--- config.mk ---
export PLATFORM = sky130hd
export DESIGN_NAME = pc_control
export DESIGN_NICKNAME = d
export VERILOG_FILES = /design/src/rtl/pc_control.sv
export SDC_FILE = /design/constraint.sdc
export NUM_CORES = 1
export LEC_CHECK = 0
export BUFFER_PORTS_ARGS = -buffer_cell sky130_fd_sc_hd__buf_2
export CAP_MARGIN = 20
export CORE_MARGIN = 10
export CORE_UTILIZATION = 53
export DETAILED_ROUTE_END_ITERATION = 8
export PLACE_DENSITY_LB_ADDON = 0.12
export SETUP_SLACK_MARGIN = 0.4
export SYNTH_ARGS = -nofsm -noshare
export SYNTH_HDL_FRONTEND = slang
export SYNTH_SLANG_ARGS = --single-unit
export TNS_END_PERCENT = 50
--- constraint.sdc ---
create_clock -name clock -period 2.9 [get_ports clock]
set_clock_uncertainty 0.05 [all_clocks]
set_input_delay 0.29 -clock clock [delete_from_list [all_inputs] [get_ports clock]]
set_output_delay 0.29 -clock clock [all_outputs]
set_load 0.02 [all_outputs]
--- src/rtl/pc_control.sv ---
// Program counter and fetch sequencer: picks the next instruction address from
// branch/jump/halt/IO-wait controls and counts retired instructions (saturating).
module pc_control #(
    parameter int unsigned ADDR_WIDTH = 10,
    parameter int unsigned RESET_PC   = 0
) (
    input  logic                  clock,
    input  logic                  reset,
    input  logic                  sinalBranch,
    input  logic [ADDR_WIDTH-1:0] branchTarget,
    input  logic                  jump,
    input  logic [ADDR_WIDTH-1:0] jumpTarget,
    input  logic                  jumpReg,
    input  logic [31:0]           regTarget,
    input  logic                  halt,
    input  logic                  restart,
    input  logic                  ioWait,
    input  logic                  ioReady,
    input  logic                  stall,
    output logic [ADDR_WIDTH-1:0] pc,
    output logic [ADDR_WIDTH-1:0] pcPlus1,
    output logic [1:0]            state,
    output logic [31:0]           retired
);

    typedef enum logic [1:0] {
        ST_RUN  = 2'b00,
        ST_WAIT = 2'b01,
        ST_HALT = 2'b10,
        ST_BAD  = 2'b11
    } st_e;

    localparam logic [ADDR_WIDTH-1:0] PC_INIT = ADDR_WIDTH'(RESET_PC);

    st_e                   state_q, state_d;
    logic [ADDR_WIDTH-1:0] pc_q, pc_d, pc_inc;
    logic [31:0]           retired_q, retired_d;
    logic                  retire;

    // Natural ADDR_WIDTH truncation gives the modulo-2^ADDR_WIDTH wrap.
    assign pc_inc = pc_q + ADDR_WIDTH'(1);

    always_ff @(posedge clock) begin
        if (reset) begin
            state_q   <= ST_RUN;
            pc_q      <= PC_INIT;
            retired_q <= '0;
        end else begin
            state_q   <= state_d;
            pc_q      <= pc_d;
            retired_q <= retired_d;
        end
    end

    always_comb begin
        state_d = state_q;
        pc_d    = pc_q;
        retire  = 1'b0;
        case (state_q)
            ST_RUN: begin
                if (stall) begin
                    pc_d = pc_q;
                end else if (halt) begin
                    state_d = ST_HALT;
                    retire  = 1'b1;
                end else if (ioWait && !ioReady) begin
                    state_d = ST_WAIT;
                end else if (ioWait) begin
                    pc_d   = pc_inc;
                    retire = 1'b1;
                end else if (sinalBranch) begin
                    pc_d   = branchTarget;
                    retire = 1'b1;
                end else if (jumpReg) begin
                    pc_d   = regTarget[ADDR_WIDTH-1:0];
                    retire = 1'b1;
                end else if (jump) begin
                    pc_d   = jumpTarget;
                    retire = 1'b1;
                end else begin
                    pc_d   = pc_inc;
                    retire = 1'b1;
                end
            end
            ST_WAIT: begin
                if (ioReady && !stall) begin
                    pc_d    = pc_inc;
                    state_d = ST_RUN;
                    retire  = 1'b1;
                end
            end
            ST_HALT: begin
                if (restart) begin
                    pc_d    = PC_INIT;
                    state_d = ST_RUN;
                end
            end
            default: state_d = ST_RUN;  // unreachable encoding: recover with pc held
        endcase
    end

    // Saturating counter: stops at all-ones instead of wrapping.
    always_comb begin
        retired_d = retired_q;
        if (retire && (retired_q != 32'hFFFF_FFFF))
            retired_d = retired_q + 32'd1;
    end

    always_comb begin
        pc      = pc_q;
        pcPlus1 = pc_inc;
        state   = state_q;
        retired = retired_q;
    end

endmodule

Word-level counts from Yosys, hierarchy flattened
Cells that the tools add are included.
{"block": "totals", "ff_bits": 44, "in_bits": 62, "output_inout_bits": 54, "word_cells": 44}
{"block": "op_classes", "n_addsub": 2, "eq_ne": 9, "muxes": 21, "n_reduce_logical": 9}
{"op": "10-bit two-way mux", "n": 9}
{"op": "32-bit by 1-bit adder with 32-bit output, second input constant", "n": 1}
{"op": "32-bit != test, second input constant", "n": 1}
{"op": "10-bit one-hot mux with 3 select lines", "n": 1}
{"op": "10-bit by 1-bit adder with 10-bit output, second input constant", "n": 1}
{"op": "2-bit two-way mux", "n": 5}
{"op": "2-bit != test, second input constant", "n": 5}
{"op": "2-bit one-hot mux with 3 select lines", "n": 1}
{"op": "6-bit AND reduction", "n": 1}
{"op": "1-bit two-way mux", "n": 4}
{"op": "4-bit AND reduction", "n": 1}
{"op": "1-bit logical AND", "n": 3}
{"op": "3-bit != test, second input constant", "n": 1}
{"op": "3-bit nonzero test", "n": 1}
{"op": "2-bit by 1-bit equality test with 1-bit output, second input constant", "n": 1}
{"op": "2-bit equality test, second input constant", "n": 1}
{"op": "1-bit zero test", "n": 2}
{"op": "2-bit zero test", "n": 1}
{"op": "1-bit one-hot mux with 2 select lines", "n": 1}

Logic depth before layout (Yosys ltp)
Gate-level depths: netlist of run 1.
{"block": "depth", "word_depth": 9, "mapped_depth": 9, "ltp_nobuf": 7}

Worst setup path before layout of run 1
OpenSTA, ideal clock, no wires.
{"block": "synth_path", "path_kind": "register to register", "startpoint": "reg state_q[0], in the netlist state[0]", "endpoint": "reg retired_q[1], in the netlist retired[1]", "setup_time_ps": 115, "arrival_time_ps": 1930, "required_ps": 2735, "path_slack_ps": 805, "stages_incl_launch_ff": 10, "path_buffers": 2, "period_less_slack_ps": 2095, "path_cell_list": "dfxtp_1 > inv_1 > ha_1 > a22oi_1 > o21ai_2 > nand2b_1 > clkbuf_1 > clkbuf_1 > nor3b_1 > o21ba_2"}
{"block": "synth_between", "elab_chain_len": 3, "word_cells_on_any_way": 4, "classes_between": "1 x eq/ne; 1 x mux; 2 x reduce/logical"}
{"item": "start: declaration", "line": "35", "rtl": "st_e state_q, state_d;"}
{"item": "start signal: assignment", "line": "49", "rtl": "state_q <= state_d;"}
{"item": "2-bit by 1-bit equality test with 1-bit output or 2-bit zero test (tied branches)", "line": "59", "rtl": "case (state_q)"}
{"item": "1-bit one-hot mux with 2 select lines (*)", "line": "59"}
{"item": "1-bit logical AND (*)", "line": "105", "rtl": "if (retire && (retired_q != 32'hFFFF_FFFF))"}
{"item": "end signal: assignment", "line": "51", "rtl": "retired_q <= retired_d;"}
{"item": "end: declaration", "line": "37", "rtl": "logic [31:0] retired_q, retired_d;"}
Every way passes the cells marked *; elsewhere a longest branch is shown, timed or not.
A chain may end at the register's enable or synchronous reset.

Worst setup path in the final report of run 1
{"block": "layout_path", "startpoint": "reg state_q[0], in the netlist state[0]", "endpoint": "reg retired_q[6], in the netlist retired[6]"}
Same word-level chain as after synthesis.

==> results of run 1 <==
## registers in the layout (all words and copies together), names as in the netlist
signal,count
pc,10
retired,32
state,2
## per-stage QoR
stage | hold WS [ps] | total power (W)
after floorplan | 413 | 0.000911
after global placement | 424 | 0.00102
after detailed placement | 438 | 0.00103
after CTS | 257 | 0.00139
after global routing | 299 | 0.00147
final | 261 | 0.00140
## synthesized netlist by cell type (3+ instances only)
master | count | area [sq um]
a211oi_1 | 11 | 82.6
a21oi_1 | 32 | 160
a221oi_1 | 4 | 35.0
and2_1 | 3 | 18.8
and3_1 | 4 | 25.0
and4_1 | 5 | 43.8
buf_2 | 3 | 15.0
clkbuf_1 | 10 | 37.5
dfxtp_1 | 44 | 881
ha_1 | 5 | 62.6
inv_1 | 14 | 52.6
mux2_2 | 5 | 56.3
mux2i_1 | 3 | 30.0
nand2_1 | 19 | 71.3
nand2b_1 | 5 | 31.3
nand3_1 | 14 | 70.1
nand4_1 | 8 | 50.1
nor2_1 | 24 | 90.1
nor2b_1 | 4 | 25.0
nor3_1 | 6 | 30.0
nor4_1 | 3 | 18.8
o21ai_0 | 15 | 75.1
o311ai_0 | 3 | 26.3
o31ai_1 | 22 | 165
or3_1 | 9 | 56.3
or4_1 | 20 | 150
xor2_1 | 5 | 43.8
## power breakdown
part / switching [W] / total, W / internal (W)
clock network: 0.000208 / 0.000372 / 0.000164
logic: 0.000226 / 0.000359 / 0.000132
registers: 0.0000367 / 0.000665 / 0.000628
## final timing paths
path,startpoint,end,slack (ps),cells after the start
setup / recovery,state[0]$_SDFFE_PP0P_,retired[6]$_SDFFE_PP0P_,590,7
hold / removal,halt,state[1]$_SDFFE_PP0P_,260,3
setup reg to reg,state[0]$_SDFFE_PP0P_,retired[6]$_SDFFE_PP0P_,590,7
hold reg to reg,retired[8]$_SDFFE_PP0P_,retired[8]$_SDFFE_PP0P_,450,2
## what timing repair did
action                     CTS  global route
setup endpoints to repair    0             8
resized for setup            0             3
setup buffers                0             0
## critical path, delay by kind of cell, from the launching register on
family                     cells  cell delay (ps)
and+or+nand+nor                2              980
AOI/OAI and AO/OA              2              410
DFF                            1              340
adders and majority gates      1              250
buffers and inverters          2              200
## cell type report
cell class                      instances  area (sq um)
Clock buffer                            6          72.6
Clock inverter                          1          5.00
Fill cell                             475          1750
Inverter                               14          52.6
Multi-Input combinational cell        275          1870
Sequential cell                        44           881
Tap cell                               70          87.6
Timing Repair Buffer                   96           488
## routing by layer
metal / global-route usage (%) / up-vias / wire [um]
li1: - / 1543 / -
met1: 23.3 / 1467 / 3610
met2: 32.1 / 120 / 4180
met3: 5.52 / 14 / 699
met4: 5.19 / 0 / 136
met5: 0 / - / 0
## cells by family after synthesis
family,count (synthesis)
and+or+nand+nor,141
AOI/OAI and AO/OA,115
buffers and inverters,35
DFF,44
xor gates and xnor gates,6
muxes,8
adders and majority gates,5
==> results.py, run 1 <==
metrics = {
    "drt": {
        "firstDrtPassIters": 5,
        "wl_per_cell_um": 17.1,
        "drtAntennaViolNets": 0,
        "drt_iter0_drc": 209,
        "drt-total-wl_um": 8630,
        "drc": 0,
        "vias": 3144,
        "viasPerCell": 6.21,
    },
    "logic_synthesis": {
        "syn_area_sq_um": 2900,
        "synth_fa_ha_area_share_pct": 2.15,
        "synth-seq-area-share_pct": 30.3,
        "synthArstFlopShare_pct": 0,
        "ys.flop_type": "dfxtp_1",
        "synth_cell_type_count": 65,
        "synth_nets": 421,
        "synth-xor-area-share_pct": 1.81,
        "synth-simple-area-share_pct": 30.2,
        "ys_seq_elements": 44,
        "synth_edf_count": 0,
        "synthCells": 354,
        "ys_warn_count": 0,
        "synth_compound_area_share_pct": 26.8,
        "syn_area_per_cell_sq_um": 8.20,
        "synthMuxAreaShare_pct": 2.97,
        "synth_top_family_by_area": "simple AND/OR/NAND/NOR gates",
    },
    "layout": {
        "finalNonFillerCells": 506,
        "final_nets": 503,
        "fin_area_sq_um": 3460,
        "fin_util_pct": 66.4,
        "layout_common_cells": "buf_2, dfxtp_1, a21oi_1",
        "layout-drive-gt1-share_pct": 27.8,
        "final_common_cell": "buf_2",
        "area_growth_syn_to_layout_pct": 19.0,
        "n_antenna_cell": 0,
    },
    "die": {
        "die_h_um": 94.0,
        "rows": 26,
        "start_util_pct": 55.8,
        "ios": 116,
        "fp.dieArea_sq_um": 8840,
        "core_area_sq_um": 5200,
        "chipWidth_um": 94.0,
    },
    "clock_tree": {
        "clockRootBuffer": "clkbuf_8",
        "cts_tree": "built",
        "htree_levels": 2,
        "path_clk_slew_ps": 80,
        "cts_hold_buf": 0,
        "clkLatencyLatePin_ps": 300,
        "clk_path_buf_depth": 2,
        "cts-buffers-inserted": 5,
        "cts.sinks": 44,
    },
    "place": {
        "gp_congestion": 0.859,
        "dp_cells": 499,
        "post_dp_cell_area_sq_um": 3360,
        "dp_hpwl_um": 6350,
        "place_ws_ps": 511,
        "numPortBuffers": 93,
    },
    "sta": {
        "final-setup-viol-count": 0,
        "rsz0062_at_grt": "true",
        "min_period_ps": 2310,
        "finalSetupTns_ps": 0,
        "fmax_ghz": 0.432,
        "relSlewSlack_pct": 42.3,
        "worst_pin_slew_ps": 866,
        "finalHoldViolations": 0,
        "setup_ws_ps": 587,
        "fin_crit_sh_pct": 79.8,
        "maxSlewViolCount": 0,
    },
    "critical_path": {
        "crit_path_start_kind": "flop",
        "crit_path_frequent_cell": "inv_1",
        "cp.required_ps": 3070,
        "crit_slowest_cell": "or4_1",
        "critPathArrivalTime_ps": 2480,
        "criticalPathCategory": "reg -> reg",
        "crit_path_max_incr_delay_ps": 610,
        "cp-end-kind": "flop",
        "worstPathCellList": "inv_1 > ha_1 > inv_1 > o21ai_2 > nand2b_1 > or4_1 > a21oi_1",
        "cp_max_fo": 18,
    },
    "pwr": {
        "pwr_density_cell_nw_per_um2": 404,
        "leakage_nw": 1.47,
        "vdd_ir_drop_max_uv": 210,
    },
    "run_status": {
        "run_status": "complete, no violations",
    },
    "grt": {
        "grt_max_degree": 48,
        "grt_pass1_vias": 3019,
        "grt_usage_pct": 19.2,
        "grt_overflow": 0,
        "grt_pass1_wl_um": 14300,
        "antenna_found_initial": 0,
    },
    "worst_hold_path": {
        "hold_class": "in -> reg",
    },
    "job": {
        "maxCapViolations": 0,
    },
}
(Power assumes the default switching activity.)
==> inputs of run 2 (changes only) <==
--- a/config.mk
+++ b/config.mk
@@ -5,10 +5,11 @@
 export SDC_FILE = /design/constraint.sdc
 export NUM_CORES = 1
 export LEC_CHECK = 0
+export ABC_AREA = 1
 export BUFFER_PORTS_ARGS = -buffer_cell sky130_fd_sc_hd__buf_2
 export CAP_MARGIN = 20
 export CORE_MARGIN = 10
-export CORE_UTILIZATION = 53
+export CORE_UTILIZATION = 45
 export DETAILED_ROUTE_END_ITERATION = 8
 export PLACE_DENSITY_LB_ADDON = 0.12
 export SETUP_SLACK_MARGIN = 0.4
==> constraint.sdc (replaced) <==
create_clock -name clock -period 2.1 [get_ports clock]
set_clock_uncertainty 0.05 [all_clocks]
set_input_delay 0.21 -clock clock [delete_from_list [all_inputs] [get_ports clock]]
set_output_delay 0.21 -clock clock [all_outputs]
set_load 0.02 [all_outputs]
==> run 2 against run 1 <==
Against the previous run:
- die area increased by 21%
- count of clock-buffer cells in the layout increased by 1
- critical path depth decreased by 1
- design area increased by 26%
- sequential share of layout area decreased by 4.2 points
- synthesized cell count increased by 43%
- hold slack got worse by 110 ps
- via count increased by 18%
- sequential power increased by 64%
- utilization decreased by 2.1 points
- combinational power increased to 4.5 times the previous value
- area after synthesis increased by 7.5%
- largest cell class unchanged
- largest power group is now combinational cells
==> results.py, run 2 <==
metrics = {
    "clock_tree": {
        "clockRootBuffer": "clkbuf_8",
        "cts_hold_buf": 0,
        "clk_path_buf_depth": 2,
        "clkLatencyLatePin_ps": 290,
        "htree_levels": 2,
        "cts.sinks": 44,
        "path_clk_slew_ps": 80,
        "cts-buffers-inserted": 5,
        "cts_tree": "built",
    },
    "drt": {
        "firstDrtPassIters": 4,
        "wl_per_cell_um": 14.5,
        "vias": 3696,
        "drtAntennaViolNets": 0,
        "viasPerCell": 5.16,
        "drt_iter0_drc": 115,
        "drc": 0,
        "drt-total-wl_um": 10400,
    },
    "die": {
        "chipWidth_um": 103,
        "start_util_pct": 46.2,
        "rows": 30,
        "core_area_sq_um": 6760,
        "fp.dieArea_sq_um": 10700,
        "die_h_um": 103,
        "ios": 116,
    },
    "critical_path": {
        "cp_max_fo": 3,
        "cp.required_ps": 1840,
        "crit_path_start_kind": "flop",
        "crit_path_max_incr_delay_ps": 400,
        "worstPathCellList": "ha_4 > nand2_4 > inv_2 > nand4_1 > xor2_2 > buf_6",
        "crit_slowest_cell": "dfxtp_4",
        "criticalPathCategory": "reg -> out",
        "cp-end-kind": "output port",
        "critPathArrivalTime_ps": 1490,
    },
    "pwr": {
        "pwr_density_cell_nw_per_um2": 740,
        "fin_total_pwr_w": 0.00322,
        "leakage_nw": 1.96,
        "vdd_ir_drop_max_uv": 455,
    },
    "grt": {
        "antenna_found_initial": 0,
        "grt_pass1_vias": 3574,
        "grt_pass1_wl_um": 16200,
        "grt_overflow": 0,
        "grt_usage_pct": 18.5,
        "grt_max_degree": 32,
    },
    "logic_synthesis": {
        "syn_area_sq_um": 3120,
        "syn_area_per_cell_sq_um": 6.18,
        "yosys-top-cells-area": "dfxtp_1, nand2_1, a21oi_1",
        "synth_top_area_cell": "dfxtp_1",
        "synth_cell_type_count": 30,
        "ys_warn_count": 0,
        "synthCells": 505,
        "ys_seq_elements": 44,
        "ys.flop_type": "dfxtp_1",
        "synthArstFlopShare_pct": 0,
        "synthTopCellsByCount": "nand2_1, a21oi_1, nor2_1, dfxtp_1, inv_1",
        "synth_nets": 572,
        "yosysMostFrequentCell": "nand2_1",
        "synth-seq-area-share_pct": 28.2,
        "synth_top_area_share_pct": 28.2,
        "synth_edf_count": 0,
    },
    "sta": {
        "worst_pin_slew_ps": 408,
        "finalSetupTns_ps": 0,
        "fin_crit_sh_pct": 83.1,
        "maxSlewViolCount": 0,
        "finalHoldViolations": 0,
        "final-setup-viol-count": 0,
        "relSlewSlack_pct": 72.8,
        "fmax_ghz": 0.573,
        "rsz0062_at_grt": "true",
        "min_period_ps": 1750,
    },
    "place": {
        "gp_congestion": 0.887,
        "dp_hpwl_um": 7740,
        "numPortBuffers": 93,
    },
    "layout": {
        "final_common_cell": "nand2_1",
        "area_growth_syn_to_layout_pct": 39.2,
        "layout_common_cells": "nand2_1, buf_2, a21oi_1",
        "largest_register_ffs": 32,
        "final_nets": 703,
        "n_antenna_cell": 0,
        "layout-drive-gt1-share_pct": 32.9,
    },
    "run_status": {
        "run_status": "complete, no violations",
    },
    "job": {
        "maxCapViolations": 0,
    },
    "worst_hold_path": {
        "hold_class": "in -> reg",
    },
}
-- run 2: changes by cell type in the layout (fill, tap and decap cells not counted), moves of 9 or more --
| cell | change |
|---|---|
| o31ai_1 | -22 |
| dfxtp_1 | -17 |
| a211oi_1 | -10 |
| nor2_1 | +16 |
| or4_1 | -20 |
| inv_1 | +23 |
| or3_1 | -9 |
| buf_4 | +38 |
| o21ai_0 | +14 |
| a21oi_1 | +29 |
| dfxtp_4 | +9 |
| nand2_1 | +133 |
| xor2_1 | +17 |
-- run 2: routing by layer --
metal	share of wire (%)	GRT usage, %	routed length, um
met5	0	0	0
met4	2.2	5.88	230
met3	6.4	4.58	661
met2	50	34.1	5210
met1	41	20.1	4250
-- run 2: critical path, delay by kind of cell (launching register included) --
family	cells	cell delay [ps]
xor gates and xnor gates	1	230
adders and majority gates	1	160
and+or+nand+nor	2	210
buffers and inverters	2	200
DFF	1	400
-- run 2: final cells by class --
cell class / instances / area, sq um
Clock buffer: 7 / 76.3
Tap cell: 80 / 100
Timing Repair inverter: 2 / 12.5
Inverter: 44 / 181
Fill cell: 655 / 2410
Sequential cell: 44 / 925
Timing Repair Buffer: 138 / 868
Multi-Input combinational cell: 401 / 2180
-- run 2: cell families after synthesis --
family,after synthesis,share of synthesized area [%]
simple gates,258,34.8
compound gates,105,17.5
buf+inv,61,8.50
flops,44,28.2
xor+xnor,32,8.98
fa+ha+maj,5,2.00
-- run 2: final timing paths --
kind | start | endpoint | slack [ps] | cells past startpoint
hold / removal | halt | state[1]$_SDFFE_PP0P_ | 150 | 3
setup / recovery | pc[1]$_SDFFE_PP0P_ | pcPlus1[6] | 350 | 6
hold reg to reg | retired[31]$_SDFFE_PP0P_ | retired[31]$_SDFFE_PP0P_ | 440 | 2
setup reg to reg | retired[1]$_SDFFE_PP0P_ | retired[3]$_SDFFE_PP0P_ | 360 | 10
-- run 2: power breakdown --
part | switching (W) | total (W) | internal (W)
logic | 0.000963 | 0.00161 | 0.000649
clock network | 0.000283 | 0.000513 | 0.000230
registers | 0.000137 | 0.00109 | 0.000954
total | 0.00138 | 0.00322 | 0.00183
-- run 2: through the flow --
stage	util, %	cells	instance area (sq um)	hold WS [ps]	worst slack [ps]
floorplan	-	505	3200	317	404
global placement	56.4	680	3810	419	185
global route	64.3	716	4340	168	257
CTS	59.9	696	4050	164	355
finish	64.3	716	4340	154	354
detailed placement	56.4	680	3810	434	162
-- run 2: repair_timing --
| action | 4_1_cts | 5_1_grt |
|---|---|---|
| setup endpoints to repair | 49 | 51 |
| pin swaps | 7 | 14 |
| setup buffers | 8 | 17 |
| gates cloned | 1 | 3 |
| gates resized for setup | 28 | 40 |
==> inputs of run 3 (changes only) <==
--- a/config.mk
+++ b/config.mk
@@ -5,11 +5,11 @@
 export SDC_FILE = /design/constraint.sdc
 export NUM_CORES = 1
 export LEC_CHECK = 0
-export ABC_AREA = 1
+export ABC_AREA = 0
 export BUFFER_PORTS_ARGS = -buffer_cell sky130_fd_sc_hd__buf_2
 export CAP_MARGIN = 20
 export CORE_MARGIN = 10
-export CORE_UTILIZATION = 45
+export CORE_UTILIZATION = 49
 export DETAILED_ROUTE_END_ITERATION = 8
 export PLACE_DENSITY_LB_ADDON = 0.12
 export SETUP_SLACK_MARGIN = 0.4
==> constraint.sdc (replaced) <==
create_clock -name clock -period 1.61 [get_ports clock]
set_clock_uncertainty 0.05 [all_clocks]
set_input_delay 0.161 -clock clock [delete_from_list [all_inputs] [get_ports clock]]
set_output_delay 0.161 -clock clock [all_outputs]
set_load 0.02 [all_outputs]
==> run 3 against run 2 <==
Against the previous run:
- the flow now finishes with violations (negative setup slack)
- global-route usage is 3.9 points higher
- die area decreased by 12%
- utilization increased by 20 points
==> results.py, run 3 (synthesized netlist as in run 1, its figures left out) <==
metrics = {
    "critical_path": {
        "startpoint": "state[1]$_SDFFE_PP0P_",
        "r2r_end": "retired[14]$_SDFFE_PP0P_",
        "r2r-start": "state[1]$_SDFFE_PP0P_",
        "r2r.worst_path.cells": 8,
        "cp-endpoint": "retired[14]$_SDFFE_PP0P_",
        "r2r_slack_ps": -320,
        "crit_path_start_kind": "flop",
        "critPathArrivalTime_ps": 2110,
        "cp_max_fo": 22,
        "cp.required_ps": 1790,
        "cp-end-kind": "flop",
        "criticalPathCategory": "reg -> reg",
    },
    "die": {
        "start_util_pct": 51.5,
        "rows": 27,
        "core_area_sq_um": 5640,
        "ios": 116,
        "chipWidth_um": 97.0,
        "die_h_um": 97.0,
        "fp.dieArea_sq_um": 9410,
    },
    "clock_tree": {
        "clk_path_buf_depth": 2,
        "cts-buffers-inserted": 5,
        "htree_levels": 2,
        "clockRootBuffer": "clkbuf_8",
        "cts_hold_buf": 0,
        "clkLatencyLatePin_ps": 300,
        "cts.sinks": 44,
        "path_clk_slew_ps": 90,
        "cts_tree": "built",
    },
    "run_status": {
        "run_status": "complete, but fails checks",
        "violations": "negative setup slack",
    },
    "sta": {
        "setup_ws_ps": -320,
        "fin_crit_sh_pct": 120,
        "worst_pin_slew_ps": 581,
        "finalHoldViolations": 0,
        "fmax_ghz": 0.518,
        "rsz0062_at_grt": "true",
        "min_period_ps": 1930,
        "final-setup-viol-count": 49,
        "maxSlewViolCount": 0,
        "relSlewSlack_pct": 61.3,
    },
    "drt": {
        "drt-total-wl_um": 11500,
        "dr_wl_met2_um": 5810,
        "wl_per_cell_um": 18.8,
        "vias": 3795,
        "drtAntennaViolNets": 0,
        "wl_met3_um": 833,
        "highest_layer": "met4",
        "routedLengthMet1_um": 4460,
        "drc": 0,
        "viasPerCell": 6.20,
        "firstDrtPassIters": 6,
        "drt_iter0_drc": 239,
    },
    "layout": {
        "final_common_cell": "buf_4",
        "layout_common_cells": "buf_4, buf_2, a21oi_1",
        "finalNonFillerCells": 612,
        "layout-drive-gt1-share_pct": 56.9,
        "fin_util_pct": 84.1,
        "area_growth_syn_to_layout_pct": 63.3,
        "fillers": 324,
        "largest_register_ffs": 32,
        "n_antenna_cell": 0,
        "final_nets": 606,
    },
    "grt": {
        "grt_max_degree": 31,
        "grt_overflow": 0,
        "grt_usage_pct": 22.4,
        "grt_pass1_wl_um": 18500,
        "grt_pass1_vias": 3858,
        "antenna_found_initial": 0,
    },
    "pwr": {
        "p_sw_share_pct": 34.6,
        "switching_power_w": 0.00102,
        "fin_total_pwr_w": 0.00296,
        "internal_power_w": 0.00194,
        "pwr_density_cell_nw_per_um2": 624,
        "pwr-share-comb_pct": 35.7,
        "leakage_nw": 2.07,
        "p_seq_share_pct": 40.5,
        "pwr-share-clk_pct": 23.9,
        "vdd_ir_drop_max_uv": 501,
    },
    "place": {
        "place_ws_ps": -297,
        "dp_cells": 599,
        "dp_hpwl_um": 7970,
        "numPortBuffers": 93,
        "gp_congestion": 0.942,
    },
    "worst_hold_path": {
        "hp-start": "branchTarget[8]",
        "hold_class": "in -> reg",
    },
    "job": {
        "maxCapViolations": 0,
    },
}
[run 3: through the flow]
stage	setup TNS (ps)	hold WS [ps]	instance area, sq um
final	-9550	127	4740
after floorplan	-4760	283	3120
after detailed placement	-7670	439	4300
after CTS	-8660	128	4640
after global routing	-14170	185	4740
after global placement	-5640	428	4300
[run 3: per-layer routing]
layer	vias to the layer above	GRT usage (%)
met5	-	0
met3	44	5.61
met2	198	39.2
met4	0	9.13
li1	1738	-
met1	1815	25.2
[run 3: worst min-delay path by stage]
| stage | slack, ps | cells past startpoint | end |
|---|---|---|---|
| 4_1_cts | 130 | 3 | pc[8]$_SDFFE_PP0P_ |
| 2_1_floorplan | 280 | 2 | state[1]$_SDFFE_PP0P_ |
| 6_report | 130 | 3 | pc[8]$_SDFFE_PP0P_ |
| 5_1_grt | 180 | 3 | state[1]$_SDFFE_PP0P_ |
| 3_5_place_dp | 440 | 2 | retired[8]$_SDFFE_PP0P_ |
| 3_3_place_gp | 430 | 3 | state[1]$_SDFFE_PP0P_ |
[run 3: repair_timing]
action                                  CTS  global route
cloned                                    0             0
pin swaps                                10             7
setup buffers                             3             2
resized for setup                        65            22
endpoints found under the setup margin   56            60
[run 3: power by group through the flow]
stage	sequential, W	combinational, W	clock [W]
2_1_floorplan	0.00126	0.000442	0
3_3_place_gp	0.00120	0.000877	0
3_5_place_dp	0.00120	0.000903	0
4_1_cts	0.00119	0.00101	0.000716
5_1_grt	0.00120	0.00112	0.000755
6_report	0.00120	0.00106	0.000706
[run 3: worst max-delay path, stage by stage (launching register included)]
cell and delay [ps]:
dfxtp_4 360, inv_4 60, ha_2 190, a22oi_2 80, o21ai_4 90, nand4b_1 170
buf_12 200, or4_1 500, a21oi_1 150
[run 3: final cells by class]
| class | count | area, sq um | area share (%) |
|---|---|---|---|
| tap | 72 | 90.1 | 1.90 |
| sequential | 44 | 972 | 20.5 |
| clock buffer | 6 | 72.6 | 1.53 |
| inverter | 14 | 62.6 | 1.32 |
| multi-input combinational | 275 | 2130 | 45.0 |
| timing repair buffer | 199 | 1400 | 29.5 |
| clock inverter | 2 | 11.3 | 0.237 |
